$ cat src/rtl/mac_fixed_lanes.sv
// Multi-lane fixed-point multiply / accumulate pipeline with valid/ready handshakes.
// Stage 1 registers exact lane products; stage 2 accumulates, rounds, clamps and presents results.
module mac_fixed_lanes #(
  parameter int LANES = 4,
  parameter int A_W   = 8,
  parameter int B_W   = 8,
  parameter int ACC_W = 20,
  parameter int SHIFT = 8,
  parameter int OUT_W = 8
) (
  input  logic                   clk,
  input  logic                   rst,
  input  logic                   in_valid,
  output logic                   in_ready,
  input  logic [LANES*A_W-1:0]   in_a,
  input  logic [LANES*B_W-1:0]   in_b,
  input  logic                   in_acc,
  input  logic                   in_last,
  output logic                   out_valid,
  input  logic                   out_ready,
  output logic [LANES*OUT_W-1:0] out_data,
  output logic [LANES-1:0]       out_sat
);
  // Handshake: a beat moves on any edge where valid && ready; advance = !out_valid || out_ready
  // gates every register, so a stalled output freezes the whole pipeline.
  localparam int P_W = A_W + B_W + 1;
  localparam int X_W = ACC_W + 1;
  localparam logic signed [X_W-1:0] HALF    = X_W'(64'sd1 <<< (SHIFT - 1));
  localparam logic signed [X_W-1:0] OUT_MAX = X_W'((64'sd1 <<< (OUT_W - 1)) - 1);
  localparam logic signed [X_W-1:0] OUT_MIN = -OUT_MAX - X_W'(1);
  localparam logic signed [ACC_W-1:0] ACC_MAX = {1'b0, {(ACC_W-1){1'b1}}};
  localparam logic signed [ACC_W-1:0] ACC_MIN = {1'b1, {(ACC_W-1){1'b0}}};

  logic signed [P_W-1:0]   prod_q [LANES];
  logic signed [P_W-1:0]   prod_d [LANES];
  logic signed [ACC_W-1:0] acc_q  [LANES];
  logic signed [ACC_W-1:0] acc_d  [LANES];
  logic                    s1_valid_q, s1_valid_d;
  logic                    s1_acc_q, s1_acc_d;
  logic                    s1_last_q, s1_last_d;
  logic [LANES-1:0]        sticky_q, sticky_d;
  logic                    out_valid_q, out_valid_d;
  logic [LANES*OUT_W-1:0]  out_data_q, out_data_d;
  logic [LANES-1:0]        out_sat_q, out_sat_d;

  logic                    advance, emit, add_sat, clamp;
  logic signed [X_W-1:0]   sum_w, rnd_w, shr_w;
  logic signed [ACC_W-1:0] sum_s;

  always_comb begin
    advance     = !out_valid_q || out_ready;
    emit        = !s1_acc_q || s1_last_q;
    s1_valid_d  = s1_valid_q;
    s1_acc_d    = s1_acc_q;
    s1_last_d   = s1_last_q;
    sticky_d    = sticky_q;
    out_valid_d = out_valid_q;
    out_data_d  = out_data_q;
    out_sat_d   = out_sat_q;
    add_sat     = 1'b0;
    clamp       = 1'b0;
    sum_w       = '0;
    rnd_w       = '0;
    shr_w       = '0;
    sum_s       = '0;
    for (int i = 0; i < LANES; i++) begin
      prod_d[i] = prod_q[i];
      acc_d[i]  = acc_q[i];
    end
    if (advance) begin
      s1_valid_d = in_valid;
      if (in_valid) begin
        s1_acc_d  = in_acc;
        s1_last_d = in_last;
        for (int i = 0; i < LANES; i++)
          prod_d[i] = $signed({1'b0, in_a[i*A_W +: A_W]}) * $signed(in_b[i*B_W +: B_W]);
      end
      out_valid_d = 1'b0;
      if (s1_valid_q) begin
        out_valid_d = emit;
        for (int i = 0; i < LANES; i++) begin
          // A plain beat ignores any partial group, which aborts it.
          sum_w   = X_W'(prod_q[i]) + (s1_acc_q ? X_W'(acc_q[i]) : X_W'(0));
          add_sat = sum_w[X_W-1] ^ sum_w[X_W-2];
          if (add_sat) sum_s = sum_w[X_W-1] ? ACC_MIN : ACC_MAX;
          else         sum_s = sum_w[ACC_W-1:0];
          if (emit) begin
            rnd_w = X_W'(sum_s) + HALF;
            shr_w = rnd_w >>> SHIFT;
            clamp = 1'b0;
            if (shr_w > OUT_MAX) begin
              clamp = 1'b1;
              out_data_d[i*OUT_W +: OUT_W] = OUT_MAX[OUT_W-1:0];
            end else if (shr_w < OUT_MIN) begin
              clamp = 1'b1;
              out_data_d[i*OUT_W +: OUT_W] = OUT_MIN[OUT_W-1:0];
            end else begin
              out_data_d[i*OUT_W +: OUT_W] = shr_w[OUT_W-1:0];
            end
            out_sat_d[i] = clamp | add_sat | (s1_acc_q & sticky_q[i]);
            acc_d[i]     = '0;
            sticky_d[i]  = 1'b0;
          end else begin
            acc_d[i]    = sum_s;
            sticky_d[i] = sticky_q[i] | add_sat;
          end
        end
      end
    end
  end

  always_ff @(posedge clk) begin
    if (rst) begin
      s1_valid_q  <= 1'b0;
      s1_acc_q    <= 1'b0;
      s1_last_q   <= 1'b0;
      sticky_q    <= '0;
      out_valid_q <= 1'b0;
      out_data_q  <= '0;
      out_sat_q   <= '0;
      for (int i = 0; i < LANES; i++) begin
        prod_q[i] <= '0;
        acc_q[i]  <= '0;
      end
    end else begin
      s1_valid_q  <= s1_valid_d;
      s1_acc_q    <= s1_acc_d;
      s1_last_q   <= s1_last_d;
      sticky_q    <= sticky_d;
      out_valid_q <= out_valid_d;
      out_data_q  <= out_data_d;
      out_sat_q   <= out_sat_d;
      for (int i = 0; i < LANES; i++) begin
        prod_q[i] <= prod_d[i];
        acc_q[i]  <= acc_d[i];
      end
    end
  end

  assign in_ready  = advance;
  assign out_valid = out_valid_q;
  assign out_data  = out_data_q;
  assign out_sat   = out_sat_q;
endmodule

$ cat config.mk
export PLATFORM = sky130hd
export DESIGN_NAME = mac_fixed_lanes
export DESIGN_NICKNAME = d
export VERILOG_FILES = /design/src/rtl/mac_fixed_lanes.sv
export SDC_FILE = /design/constraint.sdc
export NUM_CORES = 1
export LEC_CHECK = 0
export ABC_AREA = 1
export CORE_MARGIN = 2
export CORE_UTILIZATION = 57
export CTS_CLUSTER_SIZE = 20
export DETAILED_ROUTE_END_ITERATION = 12
export PLACE_DENSITY = 0.79
export SYNTH_ARGS = -nofsm -noshare
export SYNTH_HDL_FRONTEND = slang
export SYNTH_SLANG_ARGS = --single-unit
$ cat constraint.sdc
create_clock -name clk -period 6.5 [get_ports clk]
set_clock_uncertainty 0.15 [all_clocks]
set_input_delay 1.95 -clock clk [delete_from_list [all_inputs] [get_ports clk]]
set_output_delay 1.95 -clock clk [all_outputs]
set_load 0.005 [all_outputs]
==> results.md <==
* IO buf count at 107
* Top-count cell post-synth: nand2_1
* # hold bufs at CTS at 0
* Number of synthesized flops with an enable pin at 0
* Total core area at approximately 40000 um^2
* Io pins at 108
* Hold WC Path Type: register to register
* Starting Density at about 58%
* Worst slew pin tran at a little under 0.9 ns
* Leakage at ~15 nW
* Max Slew Vio Count at 0
* Area post-placement at 25600 um^2
* Final Critical Period at 6.29 ns
* Clock latency on the worst-skew pair at 0.46 ns
* Worst-path clk slew at 0.08 ns
* Routed Antenna Nets at 0
* Maximum fanout along the worst path at 4
* Row count at 73
* All-layer global routing usage at between 20% and 30%
* Synth top area cells: dfxtp_1 17%, nand2_1 15%, ha_1 14%
* Syn_area_per_cell at around 6.5 um^2
* Final Hold Vio Count at 0
* Synthesized Nets at between 4000 and 5000
* First-pass GRT wire length at 95800 um
* #FFs+latches synth at 192
* Setup crit end kind: register
* ANT cells at 0
* Synth cell types at 48
* CP bufs+invs at 4
* Detailed Place HPWL at 44700 um
* Final period util at approximately 97%
* Most used cell, CP: nand2_1
* Via count at roughly 22000
* Warnings, synthesis at 0
* CP max stage cell: clkdlybuf4s50_1
* Share of the synthesized area in the top cell type at 16.6%
* Max Cap Violations at 0
* Fin nets at 4189
* Filler cell count at 3572
* Setup CP Type: input port to register
* RSZ-0062 raised after global routing: true
* Share of cells above drive strength 1 at under 10%
* Crit-path cells: clkdlybuf4s50_1 > nand2_1 > fa_1 > fa_1 > inv_1 > fa_1 > fa_1 > ha_4 > nand2_1 > o21ai_2 > nand2_1 > nand2_1 > a21oi_2 > o21ai_1 > a21oi_1 > o21bai_1 > nand2_1 > inv_1 > nor2_1 > nor2_1 > nor2_1 > xor2_1 > o21ai_1 > inv_1
* Sequential area share after synthesis at ~17%
* Commonest cells in the netlist: 920 x nand2_1, 702 x inv_1, 284 x nor2_1
* Routability cong. at 0.953
* CTS tree: yes
* Largest stage delay on the critical path at about 0.56 ns
* Fraction of registers with async set/reset at 0%
* Mapped Area at 23100 um^2
* Delay-heaviest family, CP: adder cells
* PD cells at ~240 nW/um^2
* Util after Layout at between 60% and 70%
* CTS H-Tree Depth at 4
* Relative slew slack at 42.3%
* Mapped Cells at 3545
* Initial antenna violation count at 0
* Overflow after GRT at 0
* Largest net degree at the start of global routing at 72
* Crit path required time at 6.71 ns
* VDD IR-drop max at 0.000198 V
* F_max at between 0.15 and 0.2 GHz
* Critical Path Source Type: input port
* Total wire length at 56800 um
* Top cell type by total area after synthesis: dfxtp_1
* Cell chosen for the clock root: clkbuf_16
* Vias in the first global route at slightly above 20000
* Commonest register cell after synthesis: dfxtp_1
* Status: finished, final reports clean
* Die Y at 206 um
* Die Width at 206 um
* Final setup vio count at 0
* CTS buffer count at 17
* Arrival @ worst endpoint at ~6.5 ns
* Vias/cell at 5.17
* Residual DRC at 0
* Final instance area at 26500 um^2
* Die area at 42200 um^2
* Clk sink count at 192
* 1st-iter DRT viols at 1495
* Area grow syn2layout at 14.3%
* Max Buffers Root-to-Sink at 2
* Avg WL per Cell at 13.4 um
* DRT Pass-1 Iters at 8
flip-flops by register name, summed over array words and instances, names as in the netlist:
name        cells
out_data       32
sticky_q        4
out_sat         4
prod_q         68
s1_last_q       1
s1_valid_q      1
out_valid       1
acc_q          80
s1_acc_q        1
worst paths after layout:
check / start / to / slack [ns] / cells past startpoint
max: in_a[25] / prod_q[3][16] / 0.21 / 24
min: out_data[16] / out_data[16] / 0.31 / 2
max reg2reg: s1_acc_q / out_data[14] / 0.93 / 29
min reg2reg: out_data[16] / out_data[16] / 0.31 / 2
per-layer routing:
metal	GRT usage [%]	routed length, um
met5	0	0
met4	6.99	1110
met3	4.17	3610
met2	46.4	26300
met1	36.5	25800
what timing repair did:
| item | 4_1_cts | 5_1_grt |
|---|---|---|
| resized for setup | 0 | 52 |
| endpoints found under the setup margin | 1 | 14 |
| pin swaps | 1 | 28 |
| setup buffers | 0 | 4 |
power by group:
group          internal [mW]  total [mW]  leakage (nW)  switching (mW)
clock network          0.558        1.12         0.299           0.559
registers               1.31        1.40          1.57          0.0924
logic                   1.70        3.74          13.3            2.04
total                   3.57        6.26          15.2            2.69
layout by cell type (no fill, tap or decap), drive strengths merged, types with 2 or more instances in the layout:
cell | netlist | layout
a21boi | 5 | 5
a21o | 6 | 6
a21oi | 257 | 257
a31oi | 5 | 5
and2 | 9 | 9
buf | 10 | 169
clkbuf | 124 | 18
clkdlybuf4s50 | 0 | 95
clkinv | 2 | 7
dfxtp | 192 | 192
dlymetal6s2s | 0 | 11
fa | 152 | 152
ha | 262 | 262
inv | 708 | 716
nand2 | 938 | 938
nand3 | 185 | 185
nand3b | 11 | 11
nand4 | 47 | 47
nor2 | 304 | 304
nor3 | 12 | 12
o211ai | 2 | 2
o21a | 13 | 13
o21ai | 161 | 161
o21bai | 16 | 16
o31ai | 4 | 4
or2 | 26 | 26
xnor2 | 23 | 23
xor2 | 67 | 67
worst register-to-register path, delay by kind of cell, from the launching register on:
| family | cells | cell delay (ns) |
|---|---|---|
| flip-flops | 1 | 0.66 |
| adder cells (fa/ha/maj) | 4 | 1.22 |
| buffers and inverters | 5 | 0.65 |
| AND/OR/NAND/NOR | 20 | 2.77 |
layout make-up:
| class | instances | area (um^2) | area share, % |
|---|---|---|---|
| clock buffers | 18 | 429 | 1.62 |
| clock inverters | 14 | 184 | 0.695 |
| flip-flops and latches | 192 | 3840 | 14.5 |
| repair buffers | 275 | 2370 | 8.96 |
| well taps | 525 | 657 | 2.48 |
| inverters | 710 | 2670 | 10.1 |
| multi-input cells | 2509 | 16300 | 61.6 |
cells by family (layout without fill, tap and decap cells):
group,count (synthesis),after routing,share of synthesized area [%]
buffers and inverters,844,1017,13.9
adder cells (fa/ha/maj),414,414,27.3
AO/OA/AOI/OAI,471,471,11.0
flip-flops,192,192,16.6
AND/OR/NAND/NOR,1534,1534,27.8
XOR/XNOR,90,90,3.41
through the flow:
stage	TNS (ns)	hold slack (ns)	std cells	power, mW	setup WS, ns
global route	-0.0876	0.326	4243	6.82	-0.0304
finish	0	0.311	4243	6.26	0.215
floorplan	0	0.276	3545	3.78	0.0210
detailed placement	-5.23	0.299	4207	4.88	-0.522
global placement	-3.56	0.288	4207	4.81	-0.434
CTS	0	0.312	4239	6.00	0.0311
No activity file was read; power rests on OpenSTA's default activity.
